===== src/rtl/bus_cycle_seq_if.sv =====
// rtl/bus_cycle_seq_if.sv - request/bus signal bundle for bus_cycle_seq
//
// Groups the cycle request handshake, the multiplexed AD bus and the
// bus-control/status lines so they travel as one port.
//   master : the requester side (drives cycle_req..hold, observes results)
//   slave  : the sequencer side (bus_cycle_seq)

interface bus_cycle_seq_if;
    // request side
    logic        cycle_req;
    logic [2:0]  cycle_type;
    logic [15:0] addr;
    logic [7:0]  wdata;
    logic [7:0]  ad_in;
    logic        ready;
    logic        hold;
    // sequencer outputs
    logic        req_ack;
    logic [7:0]  a_hi;
    logic [7:0]  ad_out;
    logic        ad_oe;
    logic        bus_oe;
    logic        ale;
    logic        rd_n;
    logic        wr_n;
    logic        inta_n;
    logic        io_m;
    logic        s1;
    logic        s0;
    logic [7:0]  rdata;
    logic        cycle_done;
    logic        hlda;
    logic [2:0]  tstate;

    modport master (
        output cycle_req, cycle_type, addr, wdata, ad_in, ready, hold,
        input  req_ack, a_hi, ad_out, ad_oe, bus_oe, ale, rd_n, wr_n, inta_n,
               io_m, s1, s0, rdata, cycle_done, hlda, tstate
    );

    modport slave (
        input  cycle_req, cycle_type, addr, wdata, ad_in, ready, hold,
        output req_ack, a_hi, ad_out, ad_oe, bus_oe, ale, rd_n, wr_n, inta_n,
               io_m, s1, s0, rdata, cycle_done, hlda, tstate
    );
endinterface


===== src/rtl/bus_cycle_seq.sv =====
// rtl/bus_cycle_seq.sv - 8085-style bus cycle T-state sequencer
//
// Runs one bus cycle (fetch, mem rd/wr, IO rd/wr, INTA) per accepted request
// through TI/T1/T2/TW/T3/T4 and yields the bus to a DMA master in THOLD.
// Ports:
//   phi1  - sole clock, rising edge
//   reset - synchronous, active-high
//   bus   - bus_cycle_seq_if.slave: request handshake, AD bus, strobes,
//           status, hold/hlda, captured read data, tstate
// Configuration macro: BUS_WAIT_STATE_EN
//   defined   - ready is sampled in T2/TW and low ready inserts TW states
//   undefined - ready is ignored, T2 always proceeds to T3

module bus_cycle_seq (
    input  logic           phi1,
    input  logic           reset,
    bus_cycle_seq_if.slave bus
);

    // Encoding equals the externally visible tstate code.
    typedef enum logic [2:0] {
        S_TI    = 3'd0,
        S_T1    = 3'd1,
        S_T2    = 3'd2,
        S_T3    = 3'd3,
        S_T4    = 3'd4,
        S_TW    = 3'd5,
        S_THOLD = 3'd6
    } state_t;

    localparam logic [2:0] TY_FETCH = 3'd0;
    localparam logic [2:0] TY_MEMRD = 3'd1;
    localparam logic [2:0] TY_MEMWR = 3'd2;
    localparam logic [2:0] TY_IORD  = 3'd3;
    localparam logic [2:0] TY_IOWR  = 3'd4;
    localparam logic [2:0] TY_INTA  = 3'd5;

    function automatic logic is_write(input logic [2:0] t);
        return (t == TY_MEMWR) || (t == TY_IOWR);
    endfunction

    // Fetch and INTA carry an extra T4 after T3.
    function automatic logic is_long(input logic [2:0] t);
        return (t == TY_FETCH) || (t == TY_INTA);
    endfunction

    // {io_m, s1, s0}
    function automatic logic [2:0] status_of(input logic [2:0] t);
        case (t)
            TY_FETCH: return 3'b011;
            TY_MEMRD: return 3'b010;
            TY_MEMWR: return 3'b001;
            TY_IORD:  return 3'b110;
            TY_IOWR:  return 3'b101;
            TY_INTA:  return 3'b111;
            default:  return 3'b000;
        endcase
    endfunction

    state_t      state_q, state_d;
    logic [2:0]  type_q, type_d;
    logic [15:0] addr_q, addr_d;
    logic [7:0]  wdata_q, wdata_d;
    logic [7:0]  rdata_q, rdata_d;

    logic        ale_q, ale_d;
    logic        rd_n_q, rd_n_d;
    logic        wr_n_q, wr_n_d;
    logic        inta_n_q, inta_n_d;
    logic [2:0]  stat_q, stat_d;
    logic        ad_oe_q, ad_oe_d;
    logic        bus_oe_q, bus_oe_d;
    logic        hlda_q, hlda_d;
    logic [7:0]  a_hi_q, a_hi_d;
    logic [7:0]  ad_out_q, ad_out_d;
    logic        cycle_done_q, cycle_done_d;

    logic        is_final;
    logic        accept;
    logic        in_bus;
    logic        mid;

`ifndef BUS_WAIT_STATE_EN
    logic unused_ready;
    assign unused_ready = bus.ready;
`endif

    // Next state and latched request fields.
    always_comb begin
        state_d = state_q;
        type_d  = type_q;
        addr_d  = addr_q;
        wdata_d = wdata_q;
        rdata_d = rdata_q;

        is_final = ((state_q == S_T3) && !is_long(type_q)) || (state_q == S_T4);
        // A new request may overlap the final T-state so cycles run back-to-back.
        accept = !reset && bus.cycle_req && (bus.cycle_type <= 3'd5) && !bus.hold &&
                 ((state_q == S_TI) || is_final);

        if ((state_q == S_T3) && !is_write(type_q)) begin
            rdata_d = bus.ad_in;
        end

        case (state_q)
            S_T1: state_d = S_T2;
`ifdef BUS_WAIT_STATE_EN
            S_T2, S_TW: state_d = bus.ready ? S_T3 : S_TW;
`else
            S_T2, S_TW: state_d = S_T3;
`endif
            S_THOLD: state_d = bus.hold ? S_THOLD : S_TI;
            default: begin
                if (state_q == S_T3 && is_long(type_q)) begin
                    state_d = S_T4;
                end else if (bus.hold) begin
                    state_d = S_THOLD;
                end else if (accept) begin
                    state_d = S_T1;
                end else begin
                    state_d = S_TI;
                end
            end
        endcase

        if (accept) begin
            type_d  = bus.cycle_type;
            addr_d  = bus.addr;
            wdata_d = bus.wdata;
        end
    end

    // Output decode of the state being entered, so every output is a flop.
    always_comb begin
        ale_d        = 1'b0;
        rd_n_d       = 1'b1;
        wr_n_d       = 1'b1;
        inta_n_d     = 1'b1;
        stat_d       = 3'b000;
        ad_oe_d      = 1'b0;
        bus_oe_d     = 1'b1;
        hlda_d       = 1'b0;
        a_hi_d       = 8'h00;
        ad_out_d     = 8'h00;
        cycle_done_d = 1'b0;

        in_bus = (state_d == S_T1) || (state_d == S_T2) || (state_d == S_TW) ||
                 (state_d == S_T3) || (state_d == S_T4);
        mid    = (state_d == S_T2) || (state_d == S_TW) || (state_d == S_T3);

        if (in_bus) begin
            stat_d = status_of(type_d);
            a_hi_d = addr_d[15:8];
        end
        if (state_d == S_T1) begin
            ale_d    = 1'b1;
            ad_oe_d  = 1'b1;
            ad_out_d = addr_d[7:0];
        end
        if (mid) begin
            if (is_write(type_d)) begin
                wr_n_d   = 1'b0;
                ad_oe_d  = 1'b1;
                ad_out_d = wdata_d;
            end else if (type_d == TY_INTA) begin
                inta_n_d = 1'b0;
            end else begin
                rd_n_d = 1'b0;
            end
        end
        cycle_done_d = ((state_d == S_T3) && !is_long(type_d)) || (state_d == S_T4);
        if (state_d == S_THOLD) begin
            hlda_d   = 1'b1;
            bus_oe_d = 1'b0;
        end
    end

    always_ff @(posedge phi1) begin
        if (reset) begin
            state_q      <= S_TI;
            type_q       <= 3'd0;
            addr_q       <= 16'h0000;
            wdata_q      <= 8'h00;
            rdata_q      <= 8'h00;
            ale_q        <= 1'b0;
            rd_n_q       <= 1'b1;
            wr_n_q       <= 1'b1;
            inta_n_q     <= 1'b1;
            stat_q       <= 3'b000;
            ad_oe_q      <= 1'b0;
            bus_oe_q     <= 1'b1;
            hlda_q       <= 1'b0;
            a_hi_q       <= 8'h00;
            ad_out_q     <= 8'h00;
            cycle_done_q <= 1'b0;
        end else begin
            state_q      <= state_d;
            type_q       <= type_d;
            addr_q       <= addr_d;
            wdata_q      <= wdata_d;
            rdata_q      <= rdata_d;
            ale_q        <= ale_d;
            rd_n_q       <= rd_n_d;
            wr_n_q       <= wr_n_d;
            inta_n_q     <= inta_n_d;
            stat_q       <= stat_d;
            ad_oe_q      <= ad_oe_d;
            bus_oe_q     <= bus_oe_d;
            hlda_q       <= hlda_d;
            a_hi_q       <= a_hi_d;
            ad_out_q     <= ad_out_d;
            cycle_done_q <= cycle_done_d;
        end
    end

    // req_ack must answer in the same cycle the request is seen.
    assign bus.req_ack    = accept;
    assign bus.tstate     = state_q;
    assign bus.ale        = ale_q;
    assign bus.rd_n       = rd_n_q;
    assign bus.wr_n       = wr_n_q;
    assign bus.inta_n     = inta_n_q;
    assign bus.io_m       = stat_q[2];
    assign bus.s1         = stat_q[1];
    assign bus.s0         = stat_q[0];
    assign bus.ad_oe      = ad_oe_q;
    assign bus.bus_oe     = bus_oe_q;
    assign bus.hlda       = hlda_q;
    assign bus.a_hi       = a_hi_q;
    assign bus.ad_out     = ad_out_q;
    assign bus.rdata      = rdata_q;
    assign bus.cycle_done = cycle_done_q;

endmodule


===== src/flat_wrapper.sv =====
// flat-port wrapper written by rule: the top's interface ports become plain ports
module bus_cycle_seq_flat 
  (phi1, reset, bus_cycle_req, bus_cycle_type, bus_addr, bus_wdata, bus_ad_in, bus_ready, bus_hold, bus_req_ack, bus_a_hi, bus_ad_out, bus_ad_oe, bus_bus_oe, bus_ale, bus_rd_n, bus_wr_n, bus_inta_n, bus_io_m, bus_s1, bus_s0, bus_rdata, bus_cycle_done, bus_hlda, bus_tstate);
  bus_cycle_seq_if bus_i ();
  input  logic phi1;
  input  logic reset;
  input wire logic [$bits(bus_i.cycle_req)-1:0] bus_cycle_req;
  input wire logic [$bits(bus_i.cycle_type)-1:0] bus_cycle_type;
  input wire logic [$bits(bus_i.addr)-1:0] bus_addr;
  input wire logic [$bits(bus_i.wdata)-1:0] bus_wdata;
  input wire logic [$bits(bus_i.ad_in)-1:0] bus_ad_in;
  input wire logic [$bits(bus_i.ready)-1:0] bus_ready;
  input wire logic [$bits(bus_i.hold)-1:0] bus_hold;
  output wire logic [$bits(bus_i.req_ack)-1:0] bus_req_ack;
  output wire logic [$bits(bus_i.a_hi)-1:0] bus_a_hi;
  output wire logic [$bits(bus_i.ad_out)-1:0] bus_ad_out;
  output wire logic [$bits(bus_i.ad_oe)-1:0] bus_ad_oe;
  output wire logic [$bits(bus_i.bus_oe)-1:0] bus_bus_oe;
  output wire logic [$bits(bus_i.ale)-1:0] bus_ale;
  output wire logic [$bits(bus_i.rd_n)-1:0] bus_rd_n;
  output wire logic [$bits(bus_i.wr_n)-1:0] bus_wr_n;
  output wire logic [$bits(bus_i.inta_n)-1:0] bus_inta_n;
  output wire logic [$bits(bus_i.io_m)-1:0] bus_io_m;
  output wire logic [$bits(bus_i.s1)-1:0] bus_s1;
  output wire logic [$bits(bus_i.s0)-1:0] bus_s0;
  output wire logic [$bits(bus_i.rdata)-1:0] bus_rdata;
  output wire logic [$bits(bus_i.cycle_done)-1:0] bus_cycle_done;
  output wire logic [$bits(bus_i.hlda)-1:0] bus_hlda;
  output wire logic [$bits(bus_i.tstate)-1:0] bus_tstate;
  assign bus_i.cycle_req = bus_cycle_req;
  assign bus_i.cycle_type = bus_cycle_type;
  assign bus_i.addr = bus_addr;
  assign bus_i.wdata = bus_wdata;
  assign bus_i.ad_in = bus_ad_in;
  assign bus_i.ready = bus_ready;
  assign bus_i.hold = bus_hold;
  assign bus_req_ack = bus_i.req_ack;
  assign bus_a_hi = bus_i.a_hi;
  assign bus_ad_out = bus_i.ad_out;
  assign bus_ad_oe = bus_i.ad_oe;
  assign bus_bus_oe = bus_i.bus_oe;
  assign bus_ale = bus_i.ale;
  assign bus_rd_n = bus_i.rd_n;
  assign bus_wr_n = bus_i.wr_n;
  assign bus_inta_n = bus_i.inta_n;
  assign bus_io_m = bus_i.io_m;
  assign bus_s1 = bus_i.s1;
  assign bus_s0 = bus_i.s0;
  assign bus_rdata = bus_i.rdata;
  assign bus_cycle_done = bus_i.cycle_done;
  assign bus_hlda = bus_i.hlda;
  assign bus_tstate = bus_i.tstate;
  bus_cycle_seq u_core (.phi1(phi1), .reset(reset), .bus(bus_i));
endmodule

===== config.mk =====
export PLATFORM = sky130hd
export DESIGN_NAME = bus_cycle_seq_flat
export DESIGN_NICKNAME = d
export VERILOG_FILES = /design/src/rtl/bus_cycle_seq_if.sv /design/src/rtl/bus_cycle_seq.sv /design/src/flat_wrapper.sv
export SDC_FILE = /design/constraint.sdc
export NUM_CORES = 1
export LEC_CHECK = 0
export CAP_MARGIN = 20
export CORE_ASPECT_RATIO = 1.75
export CORE_MARGIN = 5
export CORE_UTILIZATION = 48
export DETAILED_ROUTE_END_ITERATION = 7
export HOLD_SLACK_MARGIN = 0.02
export PLACE_DENSITY = 0.91
export SLEW_MARGIN = 30
export SYNTH_ARGS = -nofsm -noshare
export SYNTH_HDL_FRONTEND = slang
export SYNTH_SLANG_ARGS = --single-unit

===== constraint.sdc =====
create_clock -name phi1 -period 4.8 [get_ports phi1]
set_clock_uncertainty 0.2 [all_clocks]
set_input_delay 0.96 -clock phi1 [delete_from_list [all_inputs] [get_ports phi1]]
set_output_delay 0.96 -clock phi1 [all_outputs]
set_load 0.05 [all_outputs]

After elaboration in Yosys (flattened, before gate mapping)
Cells that the tools add are included.

word-level totals
  input bits = 40
  flip-flop bits (word level) = 65
  output and inout bits = 39

operators by class
  order comparisons = 1
  equality and inequality tests = 20
  reduce and logical (&&, ||, !) cells = 33
  multiplexer cells = 20
  bitwise logic cells = 2

operators with widths
  cell                                                              count
  8-bit 2-to-1 mux                                                  4
  3-bit == test (second input constant)                             10
  3-bit by 2-bit == test with 1-bit output (second input constant)  7
  3-bit case mux with 6 select lines                                1
  16-bit 2-to-1 mux                                                 1
  1-bit logical OR                                                  13
  3-bit 2-to-1 mux                                                  4
  3-bit by 1-bit == test with 1-bit output (second input constant)  3
  3-bit zero test                                                   3
  1-bit 2-to-1 mux                                                  9
  3-bit case mux with 3 select lines                                1
  1-bit logical AND                                                 8
  2-bit OR reduction                                                3
  1-bit zero test                                                   5
  3-bit <= comparator (second input constant)                       1
  3-bit OR reduction                                                1
  1-bit NOT                                                         2

Logic depth before layout (Yosys ltp)
Gate-level depths: netlist (run 1).

  depth after elaboration = 18
  gate-level depth with buffers = 7
  gate-level depth less buffers = 5

Worst setup path after synthesis (run 1)
OpenSTA, ideal clock, no wires.

  path type = in2out
  start point = input port reset
  end point = output port bus_req_ack
  setup slack = 1.443 ns
  arrival time = 2.197 ns
  cell stages on the path = 6
  cells stage by stage = buf_2 or3b_4 nor2_2 nand2_1 inv_1 buf_2

on the way
  word-level cells in the longest chain between the ends = 5

ends and longest elaborated chain
  element                         line                 text
  start, declared                 flat_wrapper.sv:6    input logic reset;
  1-bit zero test                 bus_cycle_seq.sv:98  accept = !reset && bus.cycle_req && (bus.cycle_type <= 3'd5) && !bus.hold &&
  1-bit logical AND (4 in a row)  bus_cycle_seq.sv:98
  end, declared                   flat_wrapper.sv:14   output wire logic [$bits(bus_i.req_ack)-1:0] bus_req_ack;

No other way between the ends.

Worst setup path in the final report (run 1)
  start point = input port bus_hold
  end point = output port bus_req_ack

on the way
  word-level cells in the longest chain between the ends = 3

ends and longest elaborated chain
  element                         line                 text
  start, declared                 flat_wrapper.sv:13   input wire logic [$bits(bus_i.hold)-1:0] bus_hold;
  1-bit zero test                 bus_cycle_seq.sv:98
  1-bit logical AND (2 in a row)  bus_cycle_seq.sv:98

No other way between the ends.

==> impl_metrics.tcl, run 1 <==
set metrics [dict create \
    fillers 346 \
    detail-route-antenna-nets 0 \
    die_area_sq_um 6303 \
    place_congestion 0.7891 \
    rr_startpoint "u_core.bus.tstate[0]" \
    reg2reg_to "u_core.stat_q[0]" \
    slew_violations 0 \
    swShare_pct 26.53 \
    clock.fmax_mhz 260.8 \
    status "complete, no violations" \
    core_sq_um 4666 \
    ys_ff_latch 57 \
    num_antenna_cells 0 \
    clkPwrFrac_pct 42.8 \
    syn_inst 247 \
    crit_path_end_kind "primary output" \
    finalPower_uw 1199 \
    nNetsFinal 354 \
    die_y_microns 101.3 \
    drtPass1Iterations 4 \
    worstHoldPathType "reg2reg" \
    p_leak_uw 0.001228 \
    ys_types 43 \
    critPathCapture "bus_req_ack" \
    rows 33 \
    grt_pass1_vias 2082 \
    num_vias 2072 \
    dieWidth_microns 62.20 \
    ys_async_sr_fraction_pct 0 \
    p_int_uw 880.8 \
    switchingPower_uw 318.1 \
    htreeDepth 3 \
    synth_ff_type "dfxtp_1" \
    hold_violations 0 \
    yosys_warnings 0 \
    critPathLaunchType "primary input" \
    maxCapViolations 0 \
    r2r_cells 6 \
    ys_seq_area_share_pct 49.86 \
    clk_path_buf_depth 2 \
    r2r_setup_slack_ns 2.42 \
    clkLatencyLatePin_ns 0.34 \
    synth_top_area_share_pct 49.86 \
    crit_required_ns 3.64 \
    p_per_area_nw_per_um2 366.7 \
    yosys.area.top_type "dfxtp_1" \
    setup_viol 0 \
    synth.net_count 287 \
    routed_wl_microns 5997 \
    cp-startpoint "bus_hold" \
    viasPerCell 5.585 \
    sequentialPowerShare_pct 41.7 \
    period_needed_ns 3.834 \
    slew_headroom_pct 37.38 \
    grt_max_degree 37 \
    critPathMaxFanout 12 \
    portBuffers 77 \
    ioPinCount 79 \
    grt_pass1_wl_microns 9742 \
    grt_setup_unrepaired "false" \
    hold_buffers 0 \
    antenna_found_initial 0 \
    avgSynthCellArea_sq_um 9.265 \
    ctsResizeCount 0 \
    drive_gt1_share_pct 9.091 \
    clk_pin_slew_ns 0.07 \
    synth_edf_count 0 \
    ir_drop_uv 397.6 \
    detail_route.wl_per_cell_microns 16.16 \
    grt_usage_pct 19.45 \
    pwr-share-comb_pct 15.6 \
    whs_path_depth 1 \
    syn_area_sq_um 2288 \
    worstPathArrival_ns 2.67 \
    cts_tree "yes" \
    dp_hpwl_microns 4066 \
    layout_worst_path_cycle_share_pct 79.88 \
    worstMarginPinSlew_ns 0.9373 \
    postCtsSetupBuffers 0 \
    cts-buffers-inserted 9 \
    grt-ovfl-total 0 \
    drc 0 \
    clock_sink_count 57 \
    initialDrtViolationCount 114 \
    setup_tns_ns 0 \
    initial_utilization_pct 49.05 \
    critical_path_class "in2out" \
    synth_area_leaders "dfxtp_1 (50%), a21oi_1 (7.2%), o21ai_0 (5.2%)" \
    cts_root_buf "clkbuf_8" \
    area_delta_synth_final_pct 42.87 \
]
logic make-up (layout without fill, tap and decap cells):
kind of cell           count (synthesis)  in the layout  synth area share (%)
AO/OA/AOI/OAI                         88             88                 25.04
AND/OR/NAND/NOR                       60             60                 14.22
flip-flops                            57             57                 49.86
buffers and inverters                 31            103                 6.233
multiplexers                           8              8                 3.499
XOR/XNOR                               3              3                 1.148
state kept, by name, indices dropped and copies added, names as in the netlist:
signal	cells
u_core.bus.rdata	8
u_core.bus.cycle_done	1
u_core.type_q	3
u_core.bus.ad_oe	1
u_core.addr_q	8
u_core.bus.ad_out	8
u_core.bus.a_hi	8
u_core.bus.ale	1
u_core.wdata_q	8
u_core.bus.hlda	1
u_core.bus.inta_n	1
u_core.bus.tstate	3
u_core.bus.rd_n	1
u_core.bus.bus_oe	1
u_core.bus.wr_n	1
u_core.stat_q	3
cells in the final DEF (no fill, tap or decap), types with 2 or more instances in the layout:
master and instances:
clkdlybuf4s50_1 76, dfxtp_1 57, a21oi_1 33, o21ai_0 24
nand3_1 20, nor2_1 14, clkbuf_8 11, a22o_1 9
mux2i_1 8, inv_1 7, nand2b_1 5, a211oi_1 5
nand2_1 3, nor3_1 3, a221oi_1 3, buf_4 3
and2_1 2, or2_2 2, xnor2_1 2, a21o_1 2
nor2b_1 2, nor4_1 2, clkinv_2 2, bufinv_16 2
power groups by stage:
stage                     registers [uW]  clock network, uW  logic (uW)
after global routing                 502                539         199
final                                499                513         186
after floorplan                      544                  0        80.8
after CTS                            499                519         186
after detailed placement             510                  0         185
after global placement               509                  0         182
cells in the mapped netlist (2+ instances only):
cell type / n
and2_1: 2
o21ai_0: 24
nand2_1: 3
or2_2: 2
nor2_1: 14
mux2i_1: 8
nor4_1: 2
a221oi_1: 3
nand3_1: 20
a22o_1: 9
nor3_1: 3
dfxtp_1: 57
a211oi_1: 5
clkbuf_1: 12
buf_2: 9
a21oi_1: 33
xnor2_1: 2
nor2b_1: 2
inv_1: 7
a21o_1: 2
nand2b_1: 5
buf_4: 2
metrics by stage:
| step | instance area (sq um) | std cells | hold slack [ns] | util (%) | setup WS (ns) |
|---|---|---|---|---|---|
| 6_report | 3269 | 371 | 0.2632 | 70.07 | 0.9657 |
| 5_1_grt | 3269 | 371 | 0.2826 | 70.07 | 0.8227 |
| 4_1_cts | 3269 | 371 | 0.2643 | 70.07 | 0.9680 |
| 3_5_place_dp | 3040 | 355 | 0.2462 | 65.16 | 0.9962 |
| 3_3_place_gp | 3040 | 355 | 0.2417 | 65.16 | 1.019 |
| 2_1_floorplan | 2288 | 247 | 0.2358 | - | 1.443 |
cell type report:
type	count	area (sq um)	area share (%)
Tap cell	52	65.06	1.990
Clock buffer	11	151.4	4.631
Inverter	7	26.28	0.8037
Multi-Input combinational cell	159	1005	30.73
Timing Repair Buffer	80	803.3	24.57
Clock inverter	5	77.57	2.373
Sequential cell	57	1141	34.90
worst max-delay path, cell delays in order:
cell             delay (ns)
clkdlybuf4s50_1        0.48
or3b_4                 0.45
nor2_2                 0.11
nand2_1                0.10
inv_1                  0.37
buf_12                 0.20
layer usage:
| metal | vias to the layer above | GRT usage (%) | part of all wire [%] |
|---|---|---|---|
| met2 | 82 | 33.31 | 54 |
| met5 | - | 0 | 0 |
| li1 | 1012 | - | - |
| met1 | 962 | 20.01 | 37 |
| met4 | 0 | 12.85 | 3.0 |
| met3 | 16 | 6.437 | 6.0 |
worst min-delay path by stage:
stage / startpoint / to / slack [ns]
after floorplan: u_core.wdata_q[6] / u_core.bus.ad_out[6] / 0.24
after CTS: u_core.wdata_q[7] / u_core.bus.ad_out[7] / 0.26
after global routing: u_core.wdata_q[5] / u_core.bus.ad_out[5] / 0.28
after detailed placement: u_core.wdata_q[7] / u_core.bus.ad_out[7] / 0.25
after global placement: u_core.wdata_q[2] / u_core.bus.ad_out[2] / 0.24
final: u_core.wdata_q[2] / u_core.bus.ad_out[2] / 0.26
Note: power is estimated with default switching activity, not from simulation.
==> run 2, diff against run 1 <==
--- a/config.mk
+++ b/config.mk
@@ -8,10 +8,10 @@
 export CAP_MARGIN = 20
 export CORE_ASPECT_RATIO = 1.75
 export CORE_MARGIN = 5
-export CORE_UTILIZATION = 48
+export CORE_UTILIZATION = 44
 export DETAILED_ROUTE_END_ITERATION = 7
 export HOLD_SLACK_MARGIN = 0.02
-export PLACE_DENSITY = 0.91
+export PLACE_DENSITY = 0.85
 export SLEW_MARGIN = 30
 export SYNTH_ARGS = -nofsm -noshare
 export SYNTH_HDL_FRONTEND = slang
==> constraint.sdc (replaced) <==
create_clock -name phi1 -period 3.7 [get_ports phi1]
set_clock_uncertainty 0.2 [all_clocks]
set_input_delay 0.74 -clock phi1 [delete_from_list [all_inputs] [get_ports phi1]]
set_output_delay 0.74 -clock phi1 [all_outputs]
set_load 0.05 [all_outputs]
==> run 2 against run 1 <==
Utilization is 4.9 points lower. Via count up 2.8%. Critical path type unchanged. Final cell count up 0.81%. Count of clock-buffer cells in the layout shrank 2. Critical endpoint unchanged. Power up 27%. Critical path depth stayed put. Flip-flop and latch count is the same. Sequential share of layout area hardly changed. Design area up 0.11%. Combinational power up 30%. Largest power group is now sequential cells. Setup slack worse by 0.37 ns. Sequential power grew 30%.
==> impl_metrics.tcl, run 2 (synthesis results as in run 1) <==
set metrics [dict create \
    slew_headroom_pct 47.04 \
    initial_utilization_pct 45.59 \
    die_y_microns 105.4 \
    htreeDepth 3 \
    num_vias 2130 \
    dpl_cell_area_sq_um 3050 \
    clk_path_buf_depth 2 \
    worstHoldPathType "reg2reg" \
    die_area_sq_um 6800 \
    grt_setup_unrepaired "false" \
    cp-startpoint "bus_hold" \
    grt_pass1_wl_microns 9170 \
    dieWidth_microns 64.52 \
    cts-buffers-inserted 9 \
    grt_usage_pct 17.27 \
    drive_gt1_share_pct 9.688 \
    ctsResizeCount 0 \
    crit_path_end_kind "primary output" \
    cts_tree "yes" \
    drc 0 \
    ioPinCount 79 \
    clkLatencyLatePin_ns 0.33 \
    postCtsSetupBuffers 0 \
    p_leak_uw 0.001228 \
    clock_sink_count 57 \
    detail_route.wl_per_cell_microns 15.48 \
    ir_drop_uv 315.3 \
    critical_path_class "in2out" \
    place_congestion 0.7919 \
    initialDrtViolationCount 145 \
    hold_buffers 0 \
    clock.fmax_mhz 322.2 \
    layout_worst_path_cycle_share_pct 83.89 \
    area_delta_synth_final_pct 43.03 \
    rr_startpoint "u_core.bus.tstate[0]" \
    grt-ovfl-total 0 \
    num_antenna_cells 0 \
    design_area_sq_um 3273 \
    hold_violations 0 \
    dp_hpwl_microns 3979 \
    nNetsFinal 355 \
    viasPerCell 5.695 \
    routed_wl_microns 5791 \
    fin_util_pct 65.20 \
    drtPass1Iterations 4 \
    clk_pin_slew_ns 0.07 \
    worstMarginPinSlew_ns 0.7945 \
    setup_viol 0 \
    status "complete, no violations" \
    rows 34 \
    setup_tns_ns 0 \
    period_needed_ns 3.104 \
    grt_pass1_vias 1949 \
    maxCapViolations 0 \
    final_common_cell "clkdlybuf4s50_1" \
    core_sq_um 5020 \
    crit_required_ns 2.76 \
    slew_violations 0 \
    worstPathArrival_ns 2.16 \
    p_per_area_nw_per_um2 465.1 \
    final_cell_mix "clkdlybuf4s50_1 (76), dfxtp_1 (57), a21oi_1 (33)" \
    critPathMaxFanout 5 \
    detail-route-antenna-nets 0 \
    grt_max_degree 37 \
    cts_root_buf "clkbuf_8" \
    hold_start "u_core.wdata_q[3]" \
    antenna_found_initial 0 \
    critPathLaunchType "primary input" \
    portBuffers 77 \
]
-- run 2: path summary, 6_finish.rpt --
| path | end | slack [ns] | cells past startpoint |
|---|---|---|---|
| worst max-delay path | bus_req_ack | 0.60 | 6 |
| worst min-delay path | u_core.bus.ad_out[3] | 0.26 | 1 |
| worst min register to register | u_core.bus.ad_out[3] | 0.26 | 1 |
| worst max register to register | u_core.stat_q[0] | 1.45 | 7 |
-- run 2: layer usage --
layer | wire length (microns) | vias up | share of wire [%] | global-route usage, %
met3 | 350 | 7 | 6.0 | 4.792
met4 | 93 | 0 | 1.6 | 8.018
li1 | - | 1024 | - | -
met2 | 3137 | 81 | 54 | 30.25
met5 | 0 | - | 0 | 0
met1 | 2210 | 1018 | 38 | 18.92
-- run 2: cell type report --
| cell class | instances | area (sq um) |
|---|---|---|
| repair buffers | 81 | 810.8 |
| clock buffers | 9 | 123.9 |
| clock inverters | 7 | 95.09 |
| flip-flops and latches | 57 | 1141 |
| fillers | 430 | 1747 |
| multi-input cells | 159 | 1008 |
| inverters | 7 | 26.28 |
| well taps | 54 | 67.56 |
-- run 2: critical path: stages --
cell             delay [ns]
clkdlybuf4s50_1        0.48
or3b_4                 0.45
nor2_2                 0.10
nand2_1                0.10
inv_1                  0.15
buf_12                 0.15
-- run 2: through the flow --
| stage | total power [uW] | std cells | setup slack [ns] | hold slack [ns] |
|---|---|---|---|---|
| 3_3_place_gp | 897.6 | 358 | 0.6137 | 0.2418 |
| 2_1_floorplan | 810.3 | 247 | 0.7833 | 0.2358 |
| 3_5_place_dp | 901.5 | 358 | 0.6022 | 0.2506 |
| 5_1_grt | 1580 | 374 | 0.4717 | 0.2767 |
| 4_1_cts | 1533 | 374 | 0.5986 | 0.2650 |
| 6_report | 1522 | 374 | 0.5962 | 0.2600 |
-- run 2: where the power goes --
| group | switching, uW | internal (uW) |
|---|---|---|
| Sequential | 16.0 | 632 |
| Clock | 254 | 378 |
| Combinational | 144 | 97.7 |
